<file path="config.mk">
export PLATFORM = sky130hd
export DESIGN_NAME = stage_ctrl_flat
export DESIGN_NICKNAME = d
export VERILOG_FILES = /design/src/rtl/stage_ctrl_if.sv /design/src/rtl/stage_ctrl.sv /design/src/flat_wrapper.sv
export SDC_FILE = /design/constraint.sdc
export NUM_CORES = 2
export LEC_CHECK = 0
export BUFFER_PORTS_ARGS = -buffer_cell sky130_fd_sc_hd__buf_2
export CAP_MARGIN = 10
export CORE_AREA = 3 3 436 438
export DETAILED_ROUTE_END_ITERATION = 8
export DIE_AREA = 0 0 439 441
export SLEW_MARGIN = 5
export SYNTH_ARGS = -nofsm -noshare
export SYNTH_HDL_FRONTEND = slang
export SYNTH_SLANG_ARGS = --single-unit
</file>
<file path="constraint.sdc">
create_clock -name axis_clk -period 5 [get_ports axis_clk]
set_clock_uncertainty 0.05 [all_clocks]
set_input_delay 1 -clock axis_clk [delete_from_list [all_inputs] [get_ports axis_clk]]
set_output_delay 1 -clock axis_clk [all_outputs]
set_load 0.005 [all_outputs]
</file>
<file path="src/rtl/stage_ctrl_if.sv">
// Command-stream handshake for stage_ctrl: 32-bit beats with valid/last
// from the control plane, ready back from the stage sequencer.
interface stage_ctrl_if;
  logic [31:0] ctrl_data;
  logic        ctrl_valid;
  logic        ctrl_last;
  logic        ctrl_ready;

  modport master (output ctrl_data, ctrl_valid, ctrl_last, input ctrl_ready);
  modport slave  (input ctrl_data, ctrl_valid, ctrl_last, output ctrl_ready);
endinterface

</file>
<file path="src/rtl/stage_ctrl.sv">
// Per-stage configuration sequencer: filters commands by stage ID, deserialises payload
// beats and strobes key-offset / lookup / action table writes. Stats gated by STAGE_CTRL_STATS_EN.
module stage_ctrl #(
  parameter int unsigned STAGE   = 0,
  parameter int unsigned KEY_LEN = 197,
  parameter int unsigned ACT_LEN = 25,
  parameter int unsigned KEY_OFF = 18,
  parameter int unsigned ADDR_W  = 4
) (
  input  logic                   axis_clk,
  input  logic                   aresetn,
  stage_ctrl_if.slave            ctrl,
  output logic [KEY_OFF-1:0]     key_offset_out,
  output logic                   key_offset_valid_out,
  output logic [KEY_LEN-1:0]     lookup_din,
  output logic [KEY_LEN-1:0]     lookup_din_mask,
  output logic [ADDR_W-1:0]      lookup_din_addr,
  output logic                   lookup_din_en,
  output logic [ACT_LEN*25-1:0]  action_data_in,
  output logic [ADDR_W-1:0]      action_addr,
  output logic                   action_en,
  output logic [15:0]            cfg_ok_cnt,
  output logic [15:0]            cfg_err_cnt
);

  // The action word is the widest payload, so it sizes the assembly register.
  localparam int unsigned ACT_W    = ACT_LEN * 25;
  localparam logic [4:0]  REQ_KOFF = 5'((KEY_OFF + 31) / 32);
  localparam logic [4:0]  REQ_LKUP = 5'((2 * KEY_LEN + 31) / 32);
  localparam logic [4:0]  REQ_ACT  = 5'((ACT_W + 31) / 32);

  typedef enum logic [1:0] {S_IDLE, S_COLLECT, S_DISCARD, S_WRITE} state_e;
  typedef enum logic [1:0] {T_KOFF = 2'd0, T_LKUP = 2'd1, T_ACT = 2'd2, T_RSVD = 2'd3} tgt_e;

  state_e              state_q, state_d;
  tgt_e                tgt_q;
  tgt_e                hdr_tgt;
  logic [ADDR_W-1:0]   addr_q;
  logic [4:0]          cnt_q, cnt_inc, req_cnt;
  logic [ACT_W-1:0]    asm_q, asm_nxt;
  logic                ready_en_q;
  logic                fire, hdr_fire, beat_fire, hdr_hit, hdr_take, enough, wr_load;

  assign ctrl.ctrl_ready = ready_en_q && (state_q != S_WRITE);
  assign fire      = ctrl.ctrl_valid && ctrl.ctrl_ready;
  assign hdr_fire  = fire && (state_q == S_IDLE);
  assign beat_fire = fire && (state_q == S_COLLECT);
  assign hdr_hit   = (ctrl.ctrl_data[31:28] == 4'(STAGE));
  assign hdr_tgt   = tgt_e'(ctrl.ctrl_data[27:26]);
  assign hdr_take  = hdr_fire && hdr_hit && (hdr_tgt != T_RSVD) && !ctrl.ctrl_last;

  always_comb begin
    req_cnt = REQ_ACT;
    case (tgt_q)
      T_KOFF:  req_cnt = REQ_KOFF;
      T_LKUP:  req_cnt = REQ_LKUP;
      default: req_cnt = REQ_ACT;
    endcase
  end

  // Beats past the required count leave the assembly untouched; the count saturates.
  always_comb begin
    cnt_inc = cnt_q;
    asm_nxt = asm_q;
    if (cnt_q < req_cnt) begin
      cnt_inc = cnt_q + 5'd1;
      asm_nxt = asm_q | (ACT_W'(ctrl.ctrl_data) << {cnt_q, 5'b00000});
    end
  end

  assign enough  = (cnt_inc >= req_cnt);
  assign wr_load = beat_fire && ctrl.ctrl_last && enough;

  always_comb begin
    state_d = state_q;
    case (state_q)
      S_IDLE: begin
        if (fire) begin
          if (!hdr_hit || hdr_tgt == T_RSVD)
            state_d = ctrl.ctrl_last ? S_IDLE : S_DISCARD;
          else if (!ctrl.ctrl_last)
            state_d = S_COLLECT;
        end
      end
      S_COLLECT: begin
        if (fire && ctrl.ctrl_last)
          state_d = enough ? S_WRITE : S_IDLE;
      end
      S_DISCARD: begin
        if (fire && ctrl.ctrl_last)
          state_d = S_IDLE;
      end
      default: state_d = S_IDLE;
    endcase
  end

  always_ff @(posedge axis_clk or negedge aresetn) begin
    if (!aresetn) begin
      state_q    <= S_IDLE;
      ready_en_q <= 1'b0;
    end else begin
      state_q    <= state_d;
      ready_en_q <= 1'b1;
    end
  end

  always_ff @(posedge axis_clk or negedge aresetn) begin
    if (!aresetn) begin
      tgt_q  <= T_KOFF;
      addr_q <= '0;
      cnt_q  <= '0;
      asm_q  <= '0;
    end else if (hdr_take) begin
      tgt_q  <= hdr_tgt;
      addr_q <= ctrl.ctrl_data[ADDR_W-1:0];
      cnt_q  <= '0;
      asm_q  <= '0;
    end else if (beat_fire) begin
      cnt_q  <= cnt_inc;
      asm_q  <= asm_nxt;
    end
  end

  // Output words load alongside the final beat so they are valid during the WRITE strobe.
  always_ff @(posedge axis_clk or negedge aresetn) begin
    if (!aresetn) begin
      key_offset_out  <= '0;
      lookup_din      <= '0;
      lookup_din_mask <= '0;
      lookup_din_addr <= '0;
      action_data_in  <= '0;
      action_addr     <= '0;
    end else if (wr_load) begin
      case (tgt_q)
        T_KOFF: key_offset_out <= asm_nxt[KEY_OFF-1:0];
        T_LKUP: begin
          lookup_din      <= asm_nxt[KEY_LEN-1:0];
          lookup_din_mask <= asm_nxt[2*KEY_LEN-1:KEY_LEN];
          lookup_din_addr <= addr_q;
        end
        default: begin
          action_data_in <= asm_nxt;
          action_addr    <= addr_q;
        end
      endcase
    end
  end

  always_comb begin
    key_offset_valid_out = 1'b0;
    lookup_din_en        = 1'b0;
    action_en            = 1'b0;
    if (state_q == S_WRITE) begin
      case (tgt_q)
        T_KOFF:  key_offset_valid_out = 1'b1;
        T_LKUP:  lookup_din_en        = 1'b1;
        default: action_en            = 1'b1;
      endcase
    end
  end

`ifdef STAGE_CTRL_STATS_EN
  logic err_evt;

  assign err_evt = (hdr_fire && hdr_hit && (hdr_tgt == T_RSVD || ctrl.ctrl_last)) ||
                   (beat_fire && ctrl.ctrl_last && !enough);

  always_ff @(posedge axis_clk or negedge aresetn) begin
    if (!aresetn) begin
      cfg_ok_cnt  <= '0;
      cfg_err_cnt <= '0;
    end else begin
      if (state_q == S_WRITE && cfg_ok_cnt != '1)
        cfg_ok_cnt <= cfg_ok_cnt + 16'd1;
      if (err_evt && cfg_err_cnt != '1)
        cfg_err_cnt <= cfg_err_cnt + 16'd1;
    end
  end
`else
  assign cfg_ok_cnt  = '0;
  assign cfg_err_cnt = '0;
`endif

endmodule

</file>
<file path="src/flat_wrapper.sv">
// flat-port wrapper written by rule: the top's interface ports become plain ports
module stage_ctrl_flat 
#(
  parameter int unsigned STAGE   = 0,
  parameter int unsigned KEY_LEN = 197,
  parameter int unsigned ACT_LEN = 25,
  parameter int unsigned KEY_OFF = 18,
  parameter int unsigned ADDR_W  = 4
)
  (axis_clk, aresetn, key_offset_out, key_offset_valid_out, lookup_din, lookup_din_mask, lookup_din_addr, lookup_din_en, action_data_in, action_addr, action_en, cfg_ok_cnt, cfg_err_cnt, ctrl_ctrl_data, ctrl_ctrl_valid, ctrl_ctrl_last, ctrl_ctrl_ready);
  stage_ctrl_if ctrl_i ();
  input  logic axis_clk;
  input  logic aresetn;
  output logic [KEY_OFF-1:0] key_offset_out;
  output logic key_offset_valid_out;
  output logic [KEY_LEN-1:0] lookup_din;
  output logic [KEY_LEN-1:0] lookup_din_mask;
  output logic [ADDR_W-1:0] lookup_din_addr;
  output logic lookup_din_en;
  output logic [ACT_LEN*25-1:0] action_data_in;
  output logic [ADDR_W-1:0] action_addr;
  output logic action_en;
  output logic [15:0] cfg_ok_cnt;
  output logic [15:0] cfg_err_cnt;
  input wire logic [$bits(ctrl_i.ctrl_data)-1:0] ctrl_ctrl_data;
  input wire logic [$bits(ctrl_i.ctrl_valid)-1:0] ctrl_ctrl_valid;
  input wire logic [$bits(ctrl_i.ctrl_last)-1:0] ctrl_ctrl_last;
  output wire logic [$bits(ctrl_i.ctrl_ready)-1:0] ctrl_ctrl_ready;
  assign ctrl_i.ctrl_data = ctrl_ctrl_data;
  assign ctrl_i.ctrl_valid = ctrl_ctrl_valid;
  assign ctrl_i.ctrl_last = ctrl_ctrl_last;
  assign ctrl_ctrl_ready = ctrl_i.ctrl_ready;
  stage_ctrl #(.STAGE(STAGE), .KEY_LEN(KEY_LEN), .ACT_LEN(ACT_LEN), .KEY_OFF(KEY_OFF), .ADDR_W(ADDR_W)) u_core (.axis_clk(axis_clk), .aresetn(aresetn), .ctrl(ctrl_i), .key_offset_out(key_offset_out), .key_offset_valid_out(key_offset_valid_out), .lookup_din(lookup_din), .lookup_din_mask(lookup_din_mask), .lookup_din_addr(lookup_din_addr), .lookup_din_en(lookup_din_en), .action_data_in(action_data_in), .action_addr(action_addr), .action_en(action_en), .cfg_ok_cnt(cfg_ok_cnt), .cfg_err_cnt(cfg_err_cnt));
endmodule
</file>
==> metrics.md <==
| Metric | Value |
|---|---|
| Overall die height | `around 440 microns` |
| Delay-heaviest family, CP | `simple AND/OR/NAND/NOR gates` |
| Synth area leaders | `dfrtp_1, a22oi_1, nor2_1` |
| CTS tree | `yes` |
| YS warnings | `0` |
| Synth-to-layout area growth | `20.8%` |
| HPWL Detailed | `200000 microns` |
| Crit Path Category | `flip-flop to flip-flop` |
| Total grt overflow | `0` |
| Setup crit start kind | `flip-flop` |
| Count leader, synth | `dfrtp_1` |
| Post-synth cell types | `52` |
| Number of synthesized flops with an enable pin | `0` |
| Final Util | `0.439` |
| Crit-path cells | `clkinv_1 -> nand2_1 -> ha_1 -> o311ai_0 -> o311ai_2 -> a21oi_1 -> nand4_1 -> xnor2_1 -> ha_1 -> nand2_1 -> nor3_2 -> nand3_4 -> buf_12 -> a22oi_1` |
| Final Non-Filler Cells | `around 10000` |
| Total CTS buffers | `181` |
| Min cycle time layout | `4.46 ns` |
| WP data arrival | `5.15 ns` |
| Routed len/inst | `29.7 microns` |
| Most frequent cells after synthesis | `dfrtp_1, nor2_1, a22oi_1, a21oi_1, clkbuf_1` |
| Global-route wire length before repair | `417000 microns` |
| Worst Setup End Kind | `flip-flop` |
| Share of flip-flops with an asynchronous set or reset | `1.00` |
| Layout cells sized above 1 | `0.216` |
| Worst-case clock buffer depth | `3` |
| Crit-path max FO | `between 150 and 200` |
| DRT iter0 DRCs | `7443` |
| Top_reg_cell synth | `dfrtp_1` |
| Final worst-path cycle share | `0.892` |
| Cts hold-fix bufs | `0` |
| Mean post-synth cell area | `~10 sq um` |
| Setup_tns | `0 ns` |
| Worst Hold Class | `input pin to asynchronous set/reset pin` |
| Max-cap violation count | `0` |
| Worst-Margin Slew | `1.25 ns` |
| Sequential fraction of the synthesis area | `0.620` |
| Port-buffer cells | `1084` |
| Drt first pass iters | `7` |
| CP bufs+invs | `2` |
| Total Wirelength | `297000 microns` |
| Slew headroom | `0.168` |
| Mapped Cells | `6627` |
| Ports | `1117` |
| Largest net degree at the start of global routing | `189` |
| Register bit total from synthesis | `1684` |
| Layout Nets | `7372` |
| Final slew viol count | `0` |
| Placed cells | `9642` |
| Vias per cell | `5.91` |
| DRC | `0` |
| Req. time, crit path | `5.69 ns` |
| Final ANT Viol Nets | `0` |
| Antenna violations before repair | `20` |
| Max VDD drop | `296 uV` |
| Area share of the largest cell type after synthesis | `0.620` |
| Leakage | `45.3 nW` |
| DIE WIDTH | `439 microns` |
| Total track usage | `0.296` |
| Total power | `0.0283 W` |
| Outcome | `finished clean` |
| Unrepaired setup endpoints after global routing | `false` |
| Vias in the first global route | `about 56000` |
| H-tree depth | `4` |
| CTS root buffer | `clkbuf_16` |
| PD cells | `344 nW/um^2` |
| Clk slew on worst S/H paths | `0.06 ns` |
| Postcts setup bufs | `0` |
| Initial Util | `0.364` |
| Max incr delay on CP | `0.51 ns` |
| Achievable frequency | `224 MHz` |
| # fillers | `17900` |
| Via count | `59100` |
| GPL Wtd Cong | `0.895` |
| Row count | `roughly 160` |
| Area leader, netlist | `dfrtp_1` |
| Fin. Hold Viols | `0` |
| DIE AREA | `194000 sq um` |
| Skew-Pair Late Insertion Delay | `0.86 ns` |
| Setup violations, final | `0` |
| Resized Gates After CTS | `0` |
| CTS sink cnt | `approximately 1700` |
| Mapped Area | `68000 sq um` |
| Core Region | `187000 sq um` |
| CP max stage cell | `dfrtp_1` |
[cell families (layout without fill, tap and decap cells)]
| logic type | count (synthesis) | after routing | share of synthesized area |
|---|---|---|---|
| other | 2 | 47 | 0.000110 |
| adders and majority gates | 7 | 7 | 0.00125 |
| xor gates and xnor gates | 5 | 5 | 0.000644 |
| buffers and inverters | 822 | 1646 | 0.0510 |
| muxes | 35 | 35 | 0.00537 |
| and+or+nand+nor | 1784 | 1784 | 0.104 |
| DFF | 1684 | 1684 | 0.620 |
| AOI/OAI and AO/OA | 2288 | 2288 | 0.218 |
[routing by layer]
metal,global-route usage,share of wire,vias to the layer above
li1,-,-,24800
met1,0.380,0.39,30300
met2,0.452,0.46,3270
met3,0.0631,0.083,654
met4,0.197,0.075,6
met5,0,0.00015,-
[area by class of cell]
type	instances	area [sq um]	share of cell area
Tap cell	2495	3120	0.0380
Inverter	32	120	0.00146
Antenna cell	14	35.0	0.000426
Clock inverter	69	921	0.0112
Clock buffer	266	5280	0.0643
Timing Repair Buffer	1279	7800	0.0950
Multi-Input combinational cell	4152	22700	0.277
Sequential cell	1684	42100	0.513
[through the flow]
stage / setup WS, ns / hold WS [ns] / instance area (sq um)
2_1_floorplan: 0.940 / 0.400 / 68100
3_3_place_gp: 0.582 / 0.423 / 75900
3_5_place_dp: 0.681 / 0.430 / 75900
4_1_cts: 0.607 / 0.0884 / 82100
5_1_grt: 0.222 / 0.107 / 82100
6_report: 0.539 / 0.0829 / 82200
[final timing paths]
check                                  from                         end  slack, ns  depth (start not counted)
min reg2reg                u_core.asm_q[38]            u_core.asm_q[38]       0.44                          1
max                         u_core.tgt_q[1]  u_core.action_data_in[315]       0.54                         14
min in group axis_clk      u_core.asm_q[38]            u_core.asm_q[38]       0.44                          1
min                                 aresetn      u_core.lookup_din[121]       0.08                          1
max in group asynchronous           aresetn             u_core.cnt_q[2]       3.47                          2
max reg2reg                 u_core.tgt_q[1]  u_core.action_data_in[315]       0.54                         14
[state kept, by name, summed over array words and instances (netlist names)]
name and flops:
u_core.lookup_din_mask 197, u_core.state_q 2, u_core.action_addr 4, u_core.ready_en_q 1, u_core.cnt_q 5, u_core.key_offset_out 18, u_core.addr_q 4, u_core.asm_q 625
u_core.tgt_q 2, u_core.action_data_in 625, u_core.lookup_din_addr 4, u_core.lookup_din 197
[worst reg2reg max path, delay by kind of cell, from the launching register on]
kind,cells,cell delay (ns)
buffers and inverters,2,0.53
AOI/OAI and AO/OA,4,1.35
and+or+nand+nor,5,1.17
xor gates and xnor gates,1,0.20
DFF,1,0.51
adders and majority gates,2,0.58
[report_power, final]
group,internal (W),total [W],switching [W]
clock,0.00801,0.0139,0.00592
sequential,0.0136,0.0136,0.0000114
combinational,0.0000934,0.000713,0.000619
total,0.0217,0.0283,0.00655
[cells in the final DEF (no fill, tap or decap), types with 3 or more instances in the layout]
master      count
dfrtp_1      1683
nor2_1       1607
buf_2        1083
a22oi_1      1012
a21oi_1       729
a31oi_1       476
clkbuf_16     181
buf_4         123
and2_1         82
buf_12         73
clkbuf_8       43
clkbuf_1       42
a32o_1         37
clkinv_2       34
conb_1         33
inv_1          31
nand2_1        27
mux2i_1        26
o21ai_0        16
diode_2        14
nor2b_1        14
nor2_4         13
bufinv_16      12
nor3_2          9
nand3_1         8
mux2_2          8
ha_1            6
clkinv_16       6
nand2b_1        5
clkinvlp_4      5
inv_16          4
clkinv_4        4
nor3_4          3
xnor2_1         3
a22o_1          3
clkinv_8        3
Note: power is estimated with default switching activity, not from simulation.
